==> config.mk <==
export PLATFORM = sky130hd
export DESIGN_NAME = unpacked_array_regbank
export DESIGN_NICKNAME = d
export VERILOG_FILES = /design/src/rtl/unpacked_array_regbank_pkg.sv /design/src/rtl/unpacked_array_regbank_entry.sv /design/src/rtl/unpacked_array_regbank.sv
export SDC_FILE = /design/constraint.sdc
export NUM_CORES = 1
export LEC_CHECK = 0
export CAP_MARGIN = 40
export CORE_AREA = 3 3 137 139
export DETAILED_ROUTE_END_ITERATION = 8
export DIE_AREA = 0 0 140 142
export MAX_ROUTING_LAYER = met4
export PLACE_DENSITY = 0.85
export SYNTH_ARGS = -nofsm -noshare
export SYNTH_HDL_FRONTEND = slang
export SYNTH_SLANG_ARGS = --single-unit
export TNS_END_PERCENT = 10
==> constraint.sdc <==
create_clock -name clk -period 3 [get_ports clk]
set_input_delay 0.45 -clock clk [delete_from_list [all_inputs] [get_ports clk]]
set_output_delay 0.45 -clock clk [all_outputs]
set_load 0.005 [all_outputs]
==> src/rtl/unpacked_array_regbank_pkg.sv <==
// Shared op encodings and reset-value arithmetic for the unpacked-array register bank.
package arr_regbank_pkg;

  localparam logic [1:0] OP_NONE   = 2'b00;
  localparam logic [1:0] OP_ROT_UP = 2'b01;
  localparam logic [1:0] OP_ROT_DN = 2'b10;
  localparam logic [1:0] OP_RELOAD = 2'b11;

  // Reset value of entry i: base + i*step in 64-bit signed, wrapped to width bits.
  function automatic longint reset_val(longint base, longint step, int i, int width);
    longint v;
    v = base + longint'(i) * step;
    if (width < 64) begin
      v = v & ((longint'(1) <<< width) - 1);
    end
    return v;
  endfunction

endpackage

==> src/rtl/unpacked_array_regbank_entry.sv <==
// One bank entry: a WIDTH-bit register with its own reset constant and a load/reload mux.
module arr_regbank_entry #(
  parameter int               WIDTH     = 32,
  parameter logic [WIDTH-1:0] RESET_VAL = '0
) (
  input  logic             clk,
  input  logic             rst_n,
  input  logic             reload,
  input  logic             load,
  input  logic [WIDTH-1:0] d,
  output logic [WIDTH-1:0] q
);

  // Reload beats load; otherwise take the next value only when the top asks for it.
  always_ff @(posedge clk or negedge rst_n) begin
    if (!rst_n) begin
      q <= RESET_VAL;
    end else if (reload) begin
      q <= RESET_VAL;
    end else if (load) begin
      q <= d;
    end
  end

endmodule

==> src/rtl/unpacked_array_regbank.sv <==
// Register bank kept as an unpacked array: indexed write, registered read, rotate, reload.
module unpacked_array_regbank
  import arr_regbank_pkg::*;
#(
  parameter int     WIDTH      = 32,
  parameter int     DEPTH      = 4,
  parameter longint RESET_BASE = 13,
  parameter longint RESET_STEP = -1,
  localparam int    IDX_W      = $clog2(DEPTH)
) (
  input  logic                   clk,
  input  logic                   rst_n,
  input  logic                   wr_en,
  input  logic [IDX_W-1:0]       wr_idx,
  input  logic [WIDTH-1:0]       wr_data,
  input  logic [1:0]             op,
  input  logic                   rd_en,
  input  logic [IDX_W-1:0]       rd_idx,
  output logic [WIDTH-1:0]       rd_data,
  output logic                   rd_valid,
  output logic                   err,
  output logic [DEPTH*WIDTH-1:0] entries_flat
);

  logic [WIDTH-1:0] ent [DEPTH];
  logic             reload;
  logic             rotating;
  logic             wr_bad;
  logic             rd_ok;
  logic             rd_bad;

  assign reload   = (op == OP_RELOAD);
  assign rotating = (op == OP_ROT_UP) || (op == OP_ROT_DN);
  assign wr_bad   = wr_en && (int'(wr_idx) >= DEPTH);
  assign rd_ok    = (int'(rd_idx) < DEPTH);
  assign rd_bad   = rd_en && !rd_ok;

  for (genvar i = 0; i < DEPTH; i++) begin : g_ent
    localparam int               UP = (i + DEPTH - 1) % DEPTH;
    localparam int               DN = (i + 1) % DEPTH;
    localparam logic [WIDTH-1:0] RV = WIDTH'(reset_val(RESET_BASE, RESET_STEP, i, WIDTH));

    logic             hit;
    logic [WIDTH-1:0] rot;
    logic [WIDTH-1:0] d;
    logic [WIDTH-1:0] q;

    // Value this slot holds after the rotate; a same-edge write then overrides it.
    always_comb begin
      rot = ent[i];
      if (op == OP_ROT_UP) begin
        rot = ent[UP];
      end else if (op == OP_ROT_DN) begin
        rot = ent[DN];
      end
    end

    assign hit = wr_en && (wr_idx == IDX_W'(i));
    assign d   = hit ? wr_data : rot;

    arr_regbank_entry #(
      .WIDTH     (WIDTH),
      .RESET_VAL (RV)
    ) u_entry (
      .clk    (clk),
      .rst_n  (rst_n),
      .reload (reload),
      .load   (rotating || hit),
      .d      (d),
      .q      (q)
    );

    assign ent[i] = q;
    assign entries_flat[i*WIDTH +: WIDTH] = q;
  end

  // Registered read of the pre-update array plus one-cycle range-fault flag.
  always_ff @(posedge clk or negedge rst_n) begin
    if (!rst_n) begin
      rd_data  <= '0;
      rd_valid <= 1'b0;
      err      <= 1'b0;
    end else begin
      rd_valid <= rd_en;
      err      <= wr_bad || rd_bad;
      if (rd_en) begin
        rd_data <= rd_ok ? ent[rd_idx] : '0;
      end
    end
  end

endmodule

==> flow_summary.ini <==
[global_routing]
overflow = 0
grt_pass1_vias = 8257
grt_antenna_before_repair = 0
grt_max_degree = 112
grt_pass1_wl_mm = 47.37
grt_usage_pct = 30.45

[logic_synthesis]
synth_area_per_cell_um2 = 12.39
ys_ff_latch = 161
synth-edff-count = 0
synth-main-ff-cell = dfrtp_1
yosysSeqAreaShare_pct = 41.60
synth_warnings = 0
syn_nets = 830
synthCells = 784
netlist_area_um2 = 9716
synth-async-reset-ratio_pct = 100.0
ys_types = 34

[floorplan]
core-area_um2 = 17780
initial_core_util_pct = 54.64
die-area_um2 = 19880
die_h_um = 142
num_rows = 49
ios = 204
fp.dieW_um = 140

[critical_path]
cp_data_arrival_time_ps = 2860
worst_path_max_delay_cell = nor3_4
worstReg2RegStart = g_ent[0].u_entry.q[1]
cp_data_required_time_ps = 3370
r2r_slack_ps = 1660
cpPeakStageDelay_ps = 650
crit_path_end_kind = register
crit_path_start_kind = primary input
worstPathMaxFanout = 19
critPathKind = primary input to register
rr_endpoint = rd_data[1]
ff2ff_path_depth = 2
cp_cell_sequence = clkdlybuf4s50_1, inv_1, ha_4, o21ba_1, nor3_4, buf_4, a221o_1

[finish]
multi_input_area_um2 = 5049
finalNetCount = 980
seq_area_um2 = 4041
instances_no_fill = 1176
final_util_pct = 69.40
num-fill-cells = 1268
antenna_cells = 0
area_delta_synth_final_pct = 27.01
final_layout_size_suffix_gt1_share_pct = 17.11

[cts]
postCtsResizedCells = 0
clock-root-buffer = clkbuf_16
clkSlewWorstSetupHoldPaths_ps = 60
cts_buffers = 17
h-tree-depth = 4
cts_sinks = 161
post_cts_buffers = 0
clock_latency_ps = 430
cts_tree = done
clockBufferDepth = 2
cts_hold_buf = 0

[run]
max-cap-violations = 0

[sta]
slew_violations = 0
setup_viol = 0
max_slew_margin_pct = 49.41
finalCritPeriodShare_pct = 83.03
tns_ps = 0
holdWs_ps = 72.23
fmax_ghz = 0.4015
min_period_ps = 2491
hold_viol = 0
rsz0062_at_grt = false
fin_skew_ps = 8.141
tightestPinTransition_ps = 756.3

[power_and_ir_drop]
p_leak_uw = 0.004905
power_uw = 6786
power_density_nw_per_um2 = 550.0
vdd_drop_max_mv = 0.4478

[routing]
drt-total-wl_mm = 29.31
drt-initial-drc-count = 902
via_per_inst = 7.103
post-route-drc-count = 0
routedWlPerCell_um = 24.92
drtPass1Iterations = 5
antenna_left = 0
vias = 8353

[place]
portBuffers = 202
dp.cells = 1144
dp_hpwl_mm = 18.00
place.gp.congestion = 0.8569

[worst_hold_path]
hold_path_class = primary input to async pin

[run_status]
outcome = complete, no violations
## through the flow
step	setup slack, ps	area [µm²]
global placement	197.8	11740
floorplan	1201	9716
global route	452.2	12340
CTS	552.2	12340
detailed placement	95.44	11740
finish	509.0	12340
## flip-flops by register name, indices dropped and copies added (netlist names)
| name | count |
|---|---|
| g_ent.u_entry.q | 128 |
| rd_data | 32 |
| rd_valid | 1 |
## critical path, delay by kind of cell
family | cells | cell delay, ps
simple gates | 1 | 650
buf+inv | 3 | 1100
fa+ha+maj | 1 | 190
compound gates | 2 | 450
## cells in the mapped netlist, types with 6 or more instances
library cell  number  area share, %
inv_1              6           0.23
clkbuf_1          15           0.58
a221o_1          112             12
mux2_4            20            3.1
nor2b_1           26            1.7
nor4_1           134            8.6
mux2i_1          118             12
mux4_2            32            7.4
buf_2             52            2.7
nor3_1            12           0.62
dfstp_2           10            2.7
buf_4             15            1.2
buf_6             18            2.1
dfrtp_1          151             39
mux2_2            22            2.5
a211o_1            6           0.54
## cells by family after synthesis
family	share of synthesized area (%)
AO/OA/AOI/OAI	12.69
adder cells (fa/ha/maj)	0.5152
buffers and inverters	7.044
flip-flops	41.60
multiplexers	25.22
other	0.03860
AND/OR/NAND/NOR	12.90
## metal layers
| metal | track usage [%] | wire length (µm) | up-vias |
|---|---|---|---|
| li1 | - | - | 3527 |
| met1 | 41.30 | 11830 | 4218 |
| met2 | 46.37 | 14130 | 544 |
| met3 | 6.317 | 2699 | 64 |
| met4 | 10.10 | 646 | 0 |
| met5 | - | 0 | - |
## placed cells by master (no fill, tap or decap), drive strengths merged
cell type / Yosys / layout
mux4: 32 / 32
dfstp: 10 / 10
a221oi: 4 / 4
clkbuf: 15 / 22
ha: 4 / 4
bufinv: 0 / 3
and3: 1 / 1
clkinv: 0 / 3
or3b: 1 / 1
nor4: 134 / 134
buf: 87 / 35
mux2i: 118 / 118
nor3b: 5 / 5
a221o: 112 / 112
nand3b: 2 / 2
inv: 6 / 6
conb: 1 / 1
o21ba: 1 / 1
nor2b: 26 / 26
nor2: 3 / 3
a211o: 6 / 6
clkdlybuf4s50: 0 / 198
and3b: 2 / 2
nand2b: 1 / 1
clkinvlp: 0 / 4
and2b: 2 / 2
nor3: 16 / 16
nand3: 1 / 1
mux2: 42 / 42
dfrtp: 151 / 151
o21bai: 1 / 1
## worst max-delay path by stage
stage	from	end	slack [ps]	depth (start not counted)
2_1_floorplan	op[0]	g_ent[0].u_entry.q[10]	1200	7
3_3_place_gp	op[1]	g_ent[0].u_entry.q[18]	200	7
3_5_place_dp	op[1]	g_ent[0].u_entry.q[29]	100	7
4_1_cts	op[1]	g_ent[0].u_entry.q[19]	550	7
5_1_grt	op[1]	g_ent[0].u_entry.q[19]	450	7
6_report	op[1]	g_ent[0].u_entry.q[19]	510	7
## cell type report
| type | count | area share (%) |
|---|---|---|
| clock buffers | 22 | 3.762 |
| well taps | 229 | 2.322 |
| multi-input cells | 515 | 40.91 |
| repair buffers | 233 | 18.97 |
| inverters | 6 | 0.1825 |
| flip-flops and latches | 161 | 32.75 |
| clock inverters | 10 | 1.095 |
## power breakdown
| group | total, µW | leakage, µW | internal [µW] | switching (µW) |
|---|---|---|---|---|
| logic | 1740 | 0.00250 | 1020 | 721 |
| clock network | 2250 | 0.000282 | 1350 | 897 |
| registers | 2800 | 0.00213 | 2450 | 351 |
| total | 6790 | 0.00491 | 4820 | 1970 |
Note: power is estimated with default switching activity, not from simulation.
